## src/rtl/avst_word_rx.sv

```systemverilog
// avst_word_rx: Avalon-ST byte-stream receiver that packs each packet into one WORD_BYTES word, MSB byte first.
// Define AVST_WORD_RX_ERRCNT_EN to add the saturating length-error counter on err_count.
module avst_word_rx #(
    parameter int WORD_BYTES = 4,
    parameter int CNT_W      = 8
) (
    input  logic                    clk,
    input  logic                    reset,
    input  logic [7:0]              data_in,
    input  logic                    end_in,
    input  logic                    valid_in,
    output logic                    ready_in,
    output logic [8*WORD_BYTES-1:0] word_out,
    output logic                    word_valid,
    input  logic                    word_ready,
    output logic                    len_err
`ifdef AVST_WORD_RX_ERRCNT_EN
    ,
    output logic [CNT_W-1:0]        err_count
`endif
);
    localparam int W  = 8 * WORD_BYTES;
    localparam int CW = $clog2(WORD_BYTES + 1);
    localparam logic [CW-1:0] FULL = CW'(WORD_BYTES);
    localparam logic [CW-1:0] LAST = CW'(WORD_BYTES - 1);

    localparam logic [1:0] ST_ACC     = 2'd0;
    localparam logic [1:0] ST_DISCARD = 2'd1;
    localparam logic [1:0] ST_HOLD    = 2'd2;

    if (WORD_BYTES < 2 || WORD_BYTES > 8 || CNT_W < 1) begin : g_param_check
        $error("avst_word_rx: WORD_BYTES must be 2..8 and CNT_W at least 1");
    end

    logic [1:0]    r_state;
    logic [CW-1:0] r_cnt;
    logic [W-1:0]  r_acc;
    logic [W-1:0]  r_word;
    logic          r_word_valid;
    logic          r_ready;
    logic          r_len_err;

    logic          w_accept;
    logic          w_len_err_set;
    logic [W-1:0]  w_acc_next;

    assign w_accept   = valid_in && r_ready;
    assign w_acc_next = {r_acc[W-9:0], data_in};
    // An end beat is wrong-length unless it is exactly the last byte of a word collected in ACC.
    assign w_len_err_set = w_accept && end_in &&
                           ((r_state == ST_ACC && r_cnt != LAST) || r_state == ST_DISCARD);

    always_ff @(posedge clk or posedge reset) begin
        if (reset) begin
            r_state      <= ST_ACC;
            r_cnt        <= '0;
            r_acc        <= '0;
            r_word       <= '0;
            r_word_valid <= 1'b0;
            r_ready      <= 1'b1;
            r_len_err    <= 1'b0;
        end else begin
            r_len_err <= w_len_err_set;
            case (r_state)
                ST_ACC: begin
                    if (w_accept) begin
                        if (!end_in) begin
                            if (r_cnt == FULL) begin
                                r_state <= ST_DISCARD;
                                r_cnt   <= '0;
                                r_acc   <= '0;
                            end else begin
                                r_acc <= w_acc_next;
                                r_cnt <= r_cnt + 1'b1;
                            end
                        end else if (r_cnt == LAST) begin
                            r_word       <= w_acc_next;
                            r_word_valid <= 1'b1;
                            r_ready      <= 1'b0;
                            r_cnt        <= '0;
                            r_acc        <= '0;
                            r_state      <= ST_HOLD;
                        end else begin
                            r_cnt <= '0;
                            r_acc <= '0;
                        end
                    end
                end
                ST_DISCARD: begin
                    if (w_accept && end_in) begin
                        r_state <= ST_ACC;
                    end
                end
                ST_HOLD: begin
                    if (word_ready) begin
                        r_word_valid <= 1'b0;
                        r_ready      <= 1'b1;
                        r_state      <= ST_ACC;
                    end
                end
                default: begin
                    r_state      <= ST_ACC;
                    r_word_valid <= 1'b0;
                    r_ready      <= 1'b1;
                end
            endcase
        end
    end

    assign ready_in   = r_ready;
    assign word_out   = r_word;
    assign word_valid = r_word_valid;
    assign len_err    = r_len_err;

`ifdef AVST_WORD_RX_ERRCNT_EN
    logic [CNT_W-1:0] r_err_count;

    // Counts in step with len_err being raised and sticks at all-ones.
    always_ff @(posedge clk or posedge reset) begin
        if (reset) begin
            r_err_count <= '0;
        end else if (w_len_err_set && r_err_count != {CNT_W{1'b1}}) begin
            r_err_count <= r_err_count + 1'b1;
        end
    end

    assign err_count = r_err_count;
`endif

endmodule

```

## config.mk

```make
export PLATFORM = sky130hd
export DESIGN_NAME = avst_word_rx
export DESIGN_NICKNAME = d
export VERILOG_FILES = /design/src/rtl/avst_word_rx.sv
export SDC_FILE = /design/constraint.sdc
export NUM_CORES = 1
export LEC_CHECK = 0
export CAP_MARGIN = 20
export CORE_ASPECT_RATIO = 0.7
export CORE_UTILIZATION = 35
export CTS_BUF_LIST = sky130_fd_sc_hd__clkbuf_8
export CTS_CLUSTER_DIAMETER = 200
export DETAILED_ROUTE_END_ITERATION = 12
export PLACE_DENSITY = 0.56
export SYNTH_ARGS = -nofsm -noshare
export SYNTH_HDL_FRONTEND = slang
export SYNTH_SLANG_ARGS = --single-unit
```

## constraint.sdc

```tcl
create_clock -name clk -period 2.59 [get_ports clk]
set_input_delay 0.518 -clock clk [delete_from_list [all_inputs] [get_ports clk]]
set_output_delay 0.518 -clock clk [all_outputs]
set_load 0.05 [all_outputs]
```

==> flow_summary.toml <==
[worst_setup_path]
slowest_stage = "clkdlybuf4s50_1"
crit_fanout = 6
cpLargestDelayFamily = "buffers and inverters"
cp-start-kind = "flop"
crit_required_ns = 2.07
endpoint_kind = "output port"
crit_path_max_incr_delay_ns = 0.82
crit_chain = "clkdlybuf4s50_1"
criticalPathCategory = "flop to output port"
path_buf_inv = 1
arrival_ns = 1.73

[layout]
final_cell_area_um2 = 3227
areaGrowthSynthToFinish_pct = 33.97
drive_above_1_share = 0.2477
register_area_um2 = 1603
nNetsFinal = 226
fillers = 563
multi_input_comb_area_um2 = 743.2
num_antenna_cells = 0

[clock_tree]
hold_buffers = 0
post_cts_resized = 0
cts_tree = "yes"
htree_levels = 3
cts_made_buffers = 9
cts-root-buf = "clkbuf_8"
clock_latency_ns = 0.33
path_clk_slew_ns = 0.07
cts_setup_buffers = 0
clock_path_buffers = 2
numClockSinks = 64

[global_route]
grt_max_degree = 31
first_global_vias = 1546
track_usage = 0.1509
grt_pass1_wl_um = 8079
antenna_found_initial = 0
grt_remaining_overflow = 0

[timing]
min_period_ns = 2.247
maxSlewHeadroom = 0.5839
period_share = 0.8676
fin_hold_ws_ns = 0.4984
tns_ns = 0
fin_ws_ns = 0.3430
rsz0062_at_grt = "false"
hold_viol_final = 0
finClkSkew_ns = 0.007171
setup_violations = 0
drv_slew = 0
tightest_slew_ns = 0.6233
timing.fmax_mhz = 445.0

[logic_synthesis]
async_reset_ff_frac = 1.000
synth_edf_count = 0
ys_seq_area_frac = 0.6655
syn_inst = 154
synth_nets = 170
synthDistinctLibCells = 23
syn_area_um2 = 2409
synth-seq-cells = 64
yosysWarnings = 0
synth-main-ff-cell = "dfrtp_1"
synth.avg_cell_area_um2 = 15.64

[floorplanning]
io_pins = 48
die_x_um = 101.2
die_h_um = 71.41
fp.dieArea_um2 = 7223
initial_core_util = 0.3748
num_rows = 24
core-area_um2 = 6426

[placed_design]
gp_congestion = 0.7520
postPlaceCellArea_um2 = 3007
detailedPlace.worstSlack_ns = 0.3250
io_buffer_count = 47
hpwlAfterDp_um = 3168

[drt]
wirelength_um = 4627
detail_route.first_pass.iterations = 4
first_iter_violations = 50
ant_nets = 0
vias = 1458
routed_via_density = 4.780
wire_per_inst_um = 15.17
drc_errors = 0

[power_and_ir_drop]
powerDensity_nw_per_um2 = 1215
p_int_mw = 2.485
switching_share = 0.3658
p_clk_frac = 0.238
total_leakage_power_nw = 1.522
power_frac_comb = 0.361
peakVddDrop_uv = 679.4
seq_power_share = 0.401
p_sw_mw = 1.434

[job]
maxCapViolations = 0

[min_path]
worstHoldPathType = "flop to flop"

[outcome]
status = "finished, final reports clean"
[cells in the final DEF (no fill, tap or decap), types with 3 or more instances in the layout]
cell type / instances
dfrtp_1: 63
a22o_1: 25
ha_1: 3
clkbuf_8: 11
mux2_2: 29
clkdlybuf4s50_1: 47
inv_1: 5
mux2_1: 4
buf_4: 5
[per-layer routing]
layer / share of wire / track usage / routed length [um] / vias up
li1: - / - / - / 673
met1: 0.50 / 0.2079 / 2318 / 737
met2: 0.43 / 0.2132 / 2005 / 40
met3: 0.053 / 0.06439 / 244 / 8
met4: 0.013 / 0.05314 / 58 / 0
met5: 0 / 0 / 0 / -
[final timing paths]
path | from | end | slack, ns | cells past startpoint
worst max-delay path | ready_in | ready_in | 0.34 | 1
worst min-delay path | word_out[5] | word_out[5] | 0.50 | 1
worst max register to register | r_cnt[1] | word_out[15] | 0.76 | 6
worst min register to register | word_out[5] | word_out[5] | 0.50 | 1
max in group asynchronous | reset | word_out[7] | 1.28 | 3
min in group asynchronous | reset | r_acc[5] | 0.59 | 2
[synth_stat cells, drive strengths merged (2+ instances only)]
library cell,n,area [um2]
a22o,25,219.0
mux2,33,371.6
a21o,2,15.01
dfrtp,63,1577
ha,3,37.54
nor2,2,7.510
buf,7,42.54
o21ai,2,10.01
inv,5,18.77
[layout make-up]
class / instances / share of cell area
sequential: 64 / 0.4967
inverter: 5 / 0.005816
clock inverter: 4 / 0.02133
clock buffer: 11 / 0.04692
tap: 91 / 0.03528
multi-input combinational: 77 / 0.2303
timing repair buffer: 53 / 0.1636
[cell families (layout without fill, tap and decap cells)]
group           Yosys count  in the layout  synth area share
fa+ha+maj                 3              3           0.01559
simple gates              8              8           0.02389
mux                      33             33            0.1543
compound gates           33             33            0.1138
flops                    64             64            0.6655
buf+inv                  13             73           0.02701
[sequential cells by signal, summed over array words and instances (netlist names)]
register,flops
len_err,1
r_acc,24
r_cnt,3
r_state,2
ready_in,1
word_out,32
word_valid,1
[metrics by stage]
step / total power [mW] / instances / util
6_report: 3.919 / 305 / 0.5021
5_1_grt: 4.128 / 305 / 0.5021
3_5_place_dp: 3.014 / 290 / 0.4679
2_1_floorplan: 2.502 / 154 / -
3_3_place_gp: 2.970 / 290 / 0.4679
4_1_cts: 3.975 / 305 / 0.5021
[power by group through the flow]
stage                     combinational (mW)  sequential, mW  clock, mW
after global placement                  1.40            1.57          0
final                                   1.41            1.57      0.933
after floorplan                        0.429            2.07          0
after detailed placement                1.43            1.59          0
after CTS                               1.43            1.57      0.969
after global routing                    1.49            1.62       1.01
No activity file was read; power rests on OpenSTA's default activity.
